File: src/rtl/out_display.sv
// out_display: shows the value of the CPU OUT instruction on a three-digit,
// multiplexed seven-segment display. Each written byte is converted to BCD by
// double-dabble, one shift per clock, and the result is latched into the
// display registers only when the conversion finishes. The scan refreshes the
// digits continuously and does not depend on the converter.
//
// Ports:
//   clk        single clock, all state changes on posedge
//   rst        synchronous, active-high reset
//   out_valid  one-cycle strobe, out_data holds the value to display
//   out_data   unsigned value to display
//   busy       a conversion is in progress
//   overrun    sticky, a pending value was replaced before it was converted
//   seg        segment drive, active-high, seg[0]=a .. seg[6]=g
//   digit_en   one-hot digit enable, bit0=ones, bit1=tens, bit2=hundreds
//
// state   | meaning
// IDLE    | waiting for out_valid
// CONVERT | one double-dabble step per cycle, eight steps in total
// LOAD    | copy BCD result to the display, then chain or go idle
module out_display #(
    parameter int REFRESH_DIV = 16,
    parameter int WIDTH       = 8
) (
    input  logic             clk,
    input  logic             rst,
    input  logic             out_valid,
    input  logic [WIDTH-1:0] out_data,
    output logic             busy,
    output logic             overrun,
    output logic [6:0]       seg,
    output logic [2:0]       digit_en
);

    typedef enum logic [1:0] {IDLE, CONVERT, LOAD} state_t;

    state_t           state, state_nxt;
    logic [WIDTH-1:0] shift_reg;
    logic [11:0]      bcd;
    logic [11:0]      bcd_adj;
    logic [2:0]       iter_cnt;
    logic [WIDTH-1:0] pend_data;
    logic             pend_valid;
    logic             start_conv;
    logic [WIDTH-1:0] conv_data;
    logic [3:0]       disp_ones, disp_tens, disp_hund;
    logic [3:0]       ones_nxt, tens_nxt, hund_nxt;
    logic [15:0]      refresh_cnt;
    logic             refresh_wrap;
    logic [1:0]       digit_idx, digit_idx_nxt;
    logic [3:0]       digit_val;
    logic             digit_blank;

    function automatic logic [6:0] seg7(input logic [3:0] d);
        case (d)
            4'd0:    seg7 = 7'h3F;
            4'd1:    seg7 = 7'h06;
            4'd2:    seg7 = 7'h5B;
            4'd3:    seg7 = 7'h4F;
            4'd4:    seg7 = 7'h66;
            4'd5:    seg7 = 7'h6D;
            4'd6:    seg7 = 7'h7D;
            4'd7:    seg7 = 7'h07;
            4'd8:    seg7 = 7'h7F;
            4'd9:    seg7 = 7'h6F;
            default: seg7 = 7'h00;
        endcase
    endfunction

    always_ff @(posedge clk) begin
        if (rst) state <= IDLE;
        else     state <= state_nxt;
    end

    always_comb begin
        state_nxt  = state;
        start_conv = 1'b0;
        case (state)
            IDLE: begin
                if (out_valid) begin
                    state_nxt  = CONVERT;
                    start_conv = 1'b1;
                end
            end
            CONVERT: begin
                if (iter_cnt == 3'd7) state_nxt = LOAD;
            end
            LOAD: begin
                if (out_valid || pend_valid) begin
                    state_nxt  = CONVERT;
                    start_conv = 1'b1;
                end else begin
                    state_nxt  = IDLE;
                end
            end
            default: state_nxt = IDLE;
        endcase
    end

    assign busy = (state != IDLE);

    // A fresh strobe beats the pending entry when a conversion is chained.
    assign conv_data = (state == LOAD && !out_valid) ? pend_data : out_data;

    always_comb begin
        bcd_adj = bcd;
        for (int i = 0; i < 3; i++) begin
            if (bcd[i*4 +: 4] >= 4'd5) bcd_adj[i*4 +: 4] = bcd[i*4 +: 4] + 4'd3;
        end
    end

    always_ff @(posedge clk) begin
        if (rst) begin
            shift_reg  <= '0;
            bcd        <= '0;
            iter_cnt   <= '0;
            pend_data  <= '0;
            pend_valid <= 1'b0;
            overrun    <= 1'b0;
        end else begin
            if (start_conv) begin
                shift_reg  <= conv_data;
                bcd        <= '0;
                iter_cnt   <= '0;
                pend_valid <= 1'b0;
                // Chaining at LOAD with a strobe drops any pending value.
                if (state == LOAD && out_valid && pend_valid) overrun <= 1'b1;
            end else begin
                if (state == CONVERT) begin
                    bcd       <= {bcd_adj[10:0], shift_reg[WIDTH-1]};
                    shift_reg <= {shift_reg[WIDTH-2:0], 1'b0};
                    iter_cnt  <= iter_cnt + 3'd1;
                end
                if (busy && out_valid) begin
                    pend_data  <= out_data;
                    pend_valid <= 1'b1;
                    if (pend_valid) overrun <= 1'b1;
                end
            end
        end
    end

    // Outputs are built from next-cycle values so seg and digit_en change
    // together in the same register stage.
    assign ones_nxt = (state == LOAD) ? bcd[3:0]  : disp_ones;
    assign tens_nxt = (state == LOAD) ? bcd[7:4]  : disp_tens;
    assign hund_nxt = (state == LOAD) ? bcd[11:8] : disp_hund;

    assign refresh_wrap  = (refresh_cnt == 16'(REFRESH_DIV - 1));
    assign digit_idx_nxt = !refresh_wrap     ? digit_idx :
                           (digit_idx == 2'd2) ? 2'd0    : digit_idx + 2'd1;

    always_comb begin
        digit_val   = ones_nxt;
        digit_blank = 1'b0;
        case (digit_idx_nxt)
            2'd1: begin
                digit_val   = tens_nxt;
                digit_blank = (hund_nxt == 4'd0) && (tens_nxt == 4'd0);
            end
            2'd2: begin
                digit_val   = hund_nxt;
                digit_blank = (hund_nxt == 4'd0);
            end
            default: begin
                digit_val   = ones_nxt;
                digit_blank = 1'b0;
            end
        endcase
    end

    always_ff @(posedge clk) begin
        if (rst) begin
            disp_ones   <= '0;
            disp_tens   <= '0;
            disp_hund   <= '0;
            refresh_cnt <= '0;
            digit_idx   <= '0;
            seg         <= 7'h3F;
            digit_en    <= 3'b001;
        end else begin
            disp_ones   <= ones_nxt;
            disp_tens   <= tens_nxt;
            disp_hund   <= hund_nxt;
            refresh_cnt <= refresh_wrap ? 16'd0 : refresh_cnt + 16'd1;
            digit_idx   <= digit_idx_nxt;
            seg         <= digit_blank ? 7'h00 : seg7(digit_val);
            digit_en    <= 3'b001 << digit_idx_nxt;
        end
    end

endmodule

File: config.mk
export PLATFORM = sky130hd
export DESIGN_NAME = out_display
export DESIGN_NICKNAME = d
export VERILOG_FILES = /design/src/rtl/out_display.sv
export SDC_FILE = /design/constraint.sdc
export NUM_CORES = 1
export LEC_CHECK = 0
export ABC_AREA = 1
export CAP_MARGIN = 10
export CORE_ASPECT_RATIO = 0.5
export CORE_MARGIN = 4
export CORE_UTILIZATION = 59
export DETAILED_ROUTE_END_ITERATION = 12
export GPL_ROUTABILITY_DRIVEN = 1
export PLACE_DENSITY = 0.75
export SLEW_MARGIN = 10
export SYNTH_ARGS = -nofsm -noshare
export SYNTH_HDL_FRONTEND = slang
export SYNTH_SLANG_ARGS = --single-unit
File: constraint.sdc
create_clock -name clk -period 2.85 [get_ports clk]
set_input_delay 0.57 -clock clk [delete_from_list [all_inputs] [get_ports clk]]
set_output_delay 0.57 -clock clk [all_outputs]
set_load 0.005 [all_outputs]
======== Word level (Yosys, flattened, before mapping) ========
Memory sizes are Yosys's and may differ from the RTL's.
Cells that the tools add are included.
word-level totals
  register bits after elaboration ......... 75
  memories ................................ 1
  ROM bits ................................ 112
  input bits .............................. 11
cells by class
  bitwise gates (word level) .............. 1
  add/sub/neg operators ................... 6
  $lt $le $gt $ge ......................... 3
  shift-type cells ........................ 1
  equality and inequality tests ........... 10
  muxes and demuxes ....................... 25
  reduce and logical (&&, ||, !) cells .... 20
memory list
  name             depth  width  rd ports  clocked after memory_dff  wr ports  line  source
  (no name shown)  16     7      1         0                         0         55    case (d)
operators by type and width
  operator               count
  $mux 8                 3
  $mux 4                 5
  $add 16x1->16 const B  1
  $eq 16x4->1 const B    1
  $ge 4x3->1 const B     3
  $add 4x2->4 const B    2
  $logic_not 4->1        2
  $mux 2                 4
  $pmux 4 s2             1
  $reduce_bool 2->1      4
  $mux 1                 7
  $eq 2x2->1 const B     3
  $mux 6                 1
  $pmux 2 s3             1
  $reduce_or 2->1        3
  $logic_and 1x1->1      5
  $eq 2x1->1 const B     2
  $ne 2x2->1 const B     2
  $pmux 1 s2             2
  $reduce_and 2->1       2
  $add 3x1->3 const B    1
  $add 3x2->3 const B    1
  $eq 3x3->1 const B     1
  $mux 3                 1
  other kinds (8)        8

======== Depth between registers and ports, before layout ========
An unclocked memory read counts as a cell.
  depth in word-level cells ............... 7
  depth in mapped cells ................... 18

======== Least setup slack after synthesis ========
No wires, ideal clock.
  path type ............................... register to register
  from .................................... register refresh_cnt[0]
  to ...................................... register seg[3]
  cell stages (with the launch flop) ...... 15
  data required time ...................... 2.726 ns
  buffers on the path ..................... 0
  period minus slack after synthesis ...... 2.125 ns
  slack ................................... 0.725 ns
  data arrival time ....................... 2.000 ns
  library setup time ...................... 0.124 ns
  path through ............................ dfxtp_1 > ha_1 > nand3_2 > nor2_4 > nand3_1 > nand2_4 > nand2_4 > nand2_2 > nor2_1 > nor2_2 > ha_1 > nand3_1 > nand3_1 > nand3_1 > nand2_1
between the ends
  longest elaborated chain between the ends .. 6
  elaborated cells on any way between the ends .. 8
  those cells by class .................... 3 x eq/ne; 4 x mux; 1 x memory
ends and longest elaborated chain
  what                                      line  source
  from (decl)                               48    logic [15:0] refresh_cnt;
  from (signal assigned)                    185   refresh_cnt <= refresh_wrap ? 16'd0 : refresh_cnt + 16'd1;
  $eq 16x4->1 *                             149   assign refresh_wrap = (refresh_cnt == 16'(REFRESH_DIV - 1));
  $mux 2 *                                  150   assign digit_idx_nxt = !refresh_wrap ? digit_idx :
  $eq 2x2->1 or $eq 2x1->1 (tied branches)  156   case (digit_idx_nxt)
  $pmux 4 s2                                156
  $mem_v2 16x7                              --
  $mux 6 *                                  187   seg <= digit_blank ? 7'h00 : seg7(digit_val);
  to (signal assigned)                      187
  to (decl)                                 31    output logic [6:0] seg,
Every way passes the cells marked *; elsewhere a longest branch is shown, timed or not.
A chain may end at the register's enable or synchronous reset.

======== Worst setup path in the final report ========
  from .................................... register refresh_cnt[0]
  to ...................................... register seg[5]
Same word-level chain as after synthesis.

==> impl_metrics.json <==
{
  "boundaryPins": 23,
  "mostFrequentLayoutCells": "nand2_1 (94), dfxtp_1 (75), inv_1 (60)",
  "cts_buffer_depth": 2,
  "critPathMaxFanout": 6,
  "cts_resized": 0,
  "nFillCells": 473,
  "maxSlewViolCount": 0,
  "synthCells": 499,
  "layout_commonest_cell": "nand2_1",
  "min_from": "pend_data[1]$_SDFFE_PP0P_",
  "cp-end-kind": "register",
  "holdBufCountCts": 0,
  "coreArea_um2": 5753,
  "top_regs": "refresh_cnt: 16 flops, bcd: 12 flops",
  "finClkSkew_ns": 0.003594,
  "min_to": "pend_data[1]$_SDFFE_PP0P_",
  "max_slew_margin": 0.6142,
  "r2r_slack_ns": 0.37,
  "wire_per_inst_um": 12.57,
  "gr-total-overflow": 0,
  "p_total_uw": 2362,
  "worst_slew_pin_slew_ns": 0.5773,
  "min_delay_path_depth": 2,
  "synth_edf_count": 0,
  "largest_register": "refresh_cnt",
  "synth_area_um2": 3674,
  "ys_types": 33,
  "largest_reg_flops": 16,
  "antenna_found_initial": 0,
  "drt_pass1_iterations": 6,
  "drc": 0,
  "hpwl_um": 5429,
  "ir_drop_mv": 0.4408,
  "areaGrowthSynthToFinish_pct": 16.83,
  "cts_tree": "yes",
  "worstPathArrival_ns": 2.76,
  "synth_seq_cells": 75,
  "hold_viol": 0,
  "clkLatencyLatePin_ns": 0.34,
  "drt_iter0_drc": 179,
  "dieArea_um2": 7629,
  "cts.sinks": 75,
  "critical_path_required_ns": 3.13,
  "rows": 19,
  "async_flop_share": 0,
  "grt_pass1_vias": 2905,
  "setup_tns_ns": 0,
  "syn_avg_cell_area_um2": 7.362,
  "status": "completed",
  "yosysSeqAreaShare": 0.4087,
  "p_leak_uw": 0.001873,
  "gp_congestion": 0.9008,
  "synth_warnings": 0,
  "vias": 3170,
  "drt_wl_total_um": 7707,
  "syn_nets": 526,
  "fin_nets": 551,
  "rr_worst_depth": 16,
  "cts_setup_buffers": 0,
  "hold_class": "register to register",
  "grt_usage": 0.2169,
  "die_w_um": 119.6,
  "r2r-start": "refresh_cnt[0]$_SDFF_PP0_",
  "drive_above_1_share": 0.1229,
  "clock.fmax_mhz": 403.8,
  "setup_viol_count_final": 0,
  "start_util": 0.6385,
  "grt_max_degree": 33,
  "grt_pass1_wl_um": 13450,
  "period_minus_slack_ns": 2.477,
  "r2r-end": "seg[5]$_SDFF_PP1_",
  "routed_via_density": 5.171,
  "fin_crit_sh": 0.8690,
  "clk_pin_slew_worst_paths_ns": 0.06,
  "die_h_um": 63.80,
  "diodes": 0,
  "cts_inserted_buffers": 9,
  "rsz0062_at_grt": "false",
  "port_buffers": 22,
  "antenna_left": 0,
  "cts-root-buf": "clkbuf_16",
  "powerDensity_nw_per_um2": 550.4,
  "cap_violations": 0,
  "worst-setup-path-type": "register to register",
  "synthFlopType": "dfxtp_1",
  "start_kind": "register",
  "h-tree-depth": 3
}
==> layout make-up <==
class,instances,area [µm²],area share
multi-input cells,344,1871,0.4359
clock buffers,9,225.2,0.05248
clock inverters,7,76.32,0.01778
inverters,66,247.7,0.05773
flip-flops and latches,75,1501,0.3499
well taps,84,105.1,0.02449
repair buffers,28,265.3,0.06181
==> routing by layer <==
layer,track usage,share of wire
met4,0.05563,0.013
met3,0.06520,0.040
met1,0.2908,0.50
met5,0,0
met2,0.3469,0.45
==> synth_stat cells (all sizes together), types with 3 or more instances <==
master	n	area share
mux2i	3	0.0082
a21oi	40	0.056
ha	16	0.054
xor2	3	0.0072
clkbuf	13	0.013
or2	11	0.019
nand3	36	0.053
dfxtp	75	0.41
nand2	108	0.13
nor3b	3	0.0075
o21ai	23	0.031
nor2	59	0.068
nand3b	4	0.0082
o211ai	12	0.025
nand4	4	0.0068
xnor2	3	0.0072
a31oi	5	0.0085
inv	66	0.067
nor3	9	0.014
==> through the flow <==
step	std cells	worst slack [ns]	util	hold slack, ns	instance area [µm²]
after detailed placement	597	0.4581	0.6936	0.4478	3990
after floorplan	499	0.7254	-	0.4295	3674
after global placement	597	0.3870	0.6936	0.4455	3990
after CTS	613	0.3913	0.7460	0.4571	4292
final	613	0.3732	0.7460	0.4532	4292
after global routing	613	0.1575	0.7460	0.4867	4292
==> where the power goes <==
part           total [µW]  internal (µW)  leakage, µW  switching, µW
Clock                1130            681     0.000142            447
Combinational         141           55.3      0.00112           85.8
Sequential           1090           1070     0.000608           18.1
Total                2360           1810      0.00187            551
==> worst max-delay path: stages, from the launching register on <==
cell and delay [ns]:
dfxtp_1 0.39, ha_1 0.25, nand3_2 0.17, nor2_2 0.18, nand3b_1 0.14, nand2_4 0.13
nand2_4 0.08, nand2_2 0.09, nor2_1 0.05, nor2_2 0.26, inv_1 0.13, ha_1 0.21
inv_1 0.05, nand3_1 0.07, nand3_1 0.10, nand3_1 0.07, nand2_1 0.05
==> how the worst max path moves through the flow <==
stage,from,end
6_report,refresh_cnt[0]$_SDFF_PP0_,seg[5]$_SDFF_PP1_
2_1_floorplan,refresh_cnt[0]$_SDFF_PP0_,seg[3]$_SDFF_PP1_
4_1_cts,refresh_cnt[0]$_SDFF_PP0_,seg[5]$_SDFF_PP1_
3_3_place_gp,out_valid,pend_data[7]$_SDFFE_PP0P_
5_1_grt,refresh_cnt[0]$_SDFF_PP0_,seg[5]$_SDFF_PP1_
3_5_place_dp,refresh_cnt[0]$_SDFF_PP0_,seg[5]$_SDFF_PP1_
==> cells by family after synthesis <==
group                      count (synthesis)  synth area share
and+or+nand+nor                          235            0.3035
muxes                                      3          0.008175
DFF                                       75            0.4087
adders and majority gates                 16           0.05450
AOI/OAI and AO/OA                         84            0.1287
buffers and inverters                     80           0.08208
xor gates and xnor gates                   6           0.01431
No activity file was read; power rests on OpenSTA's default activity.
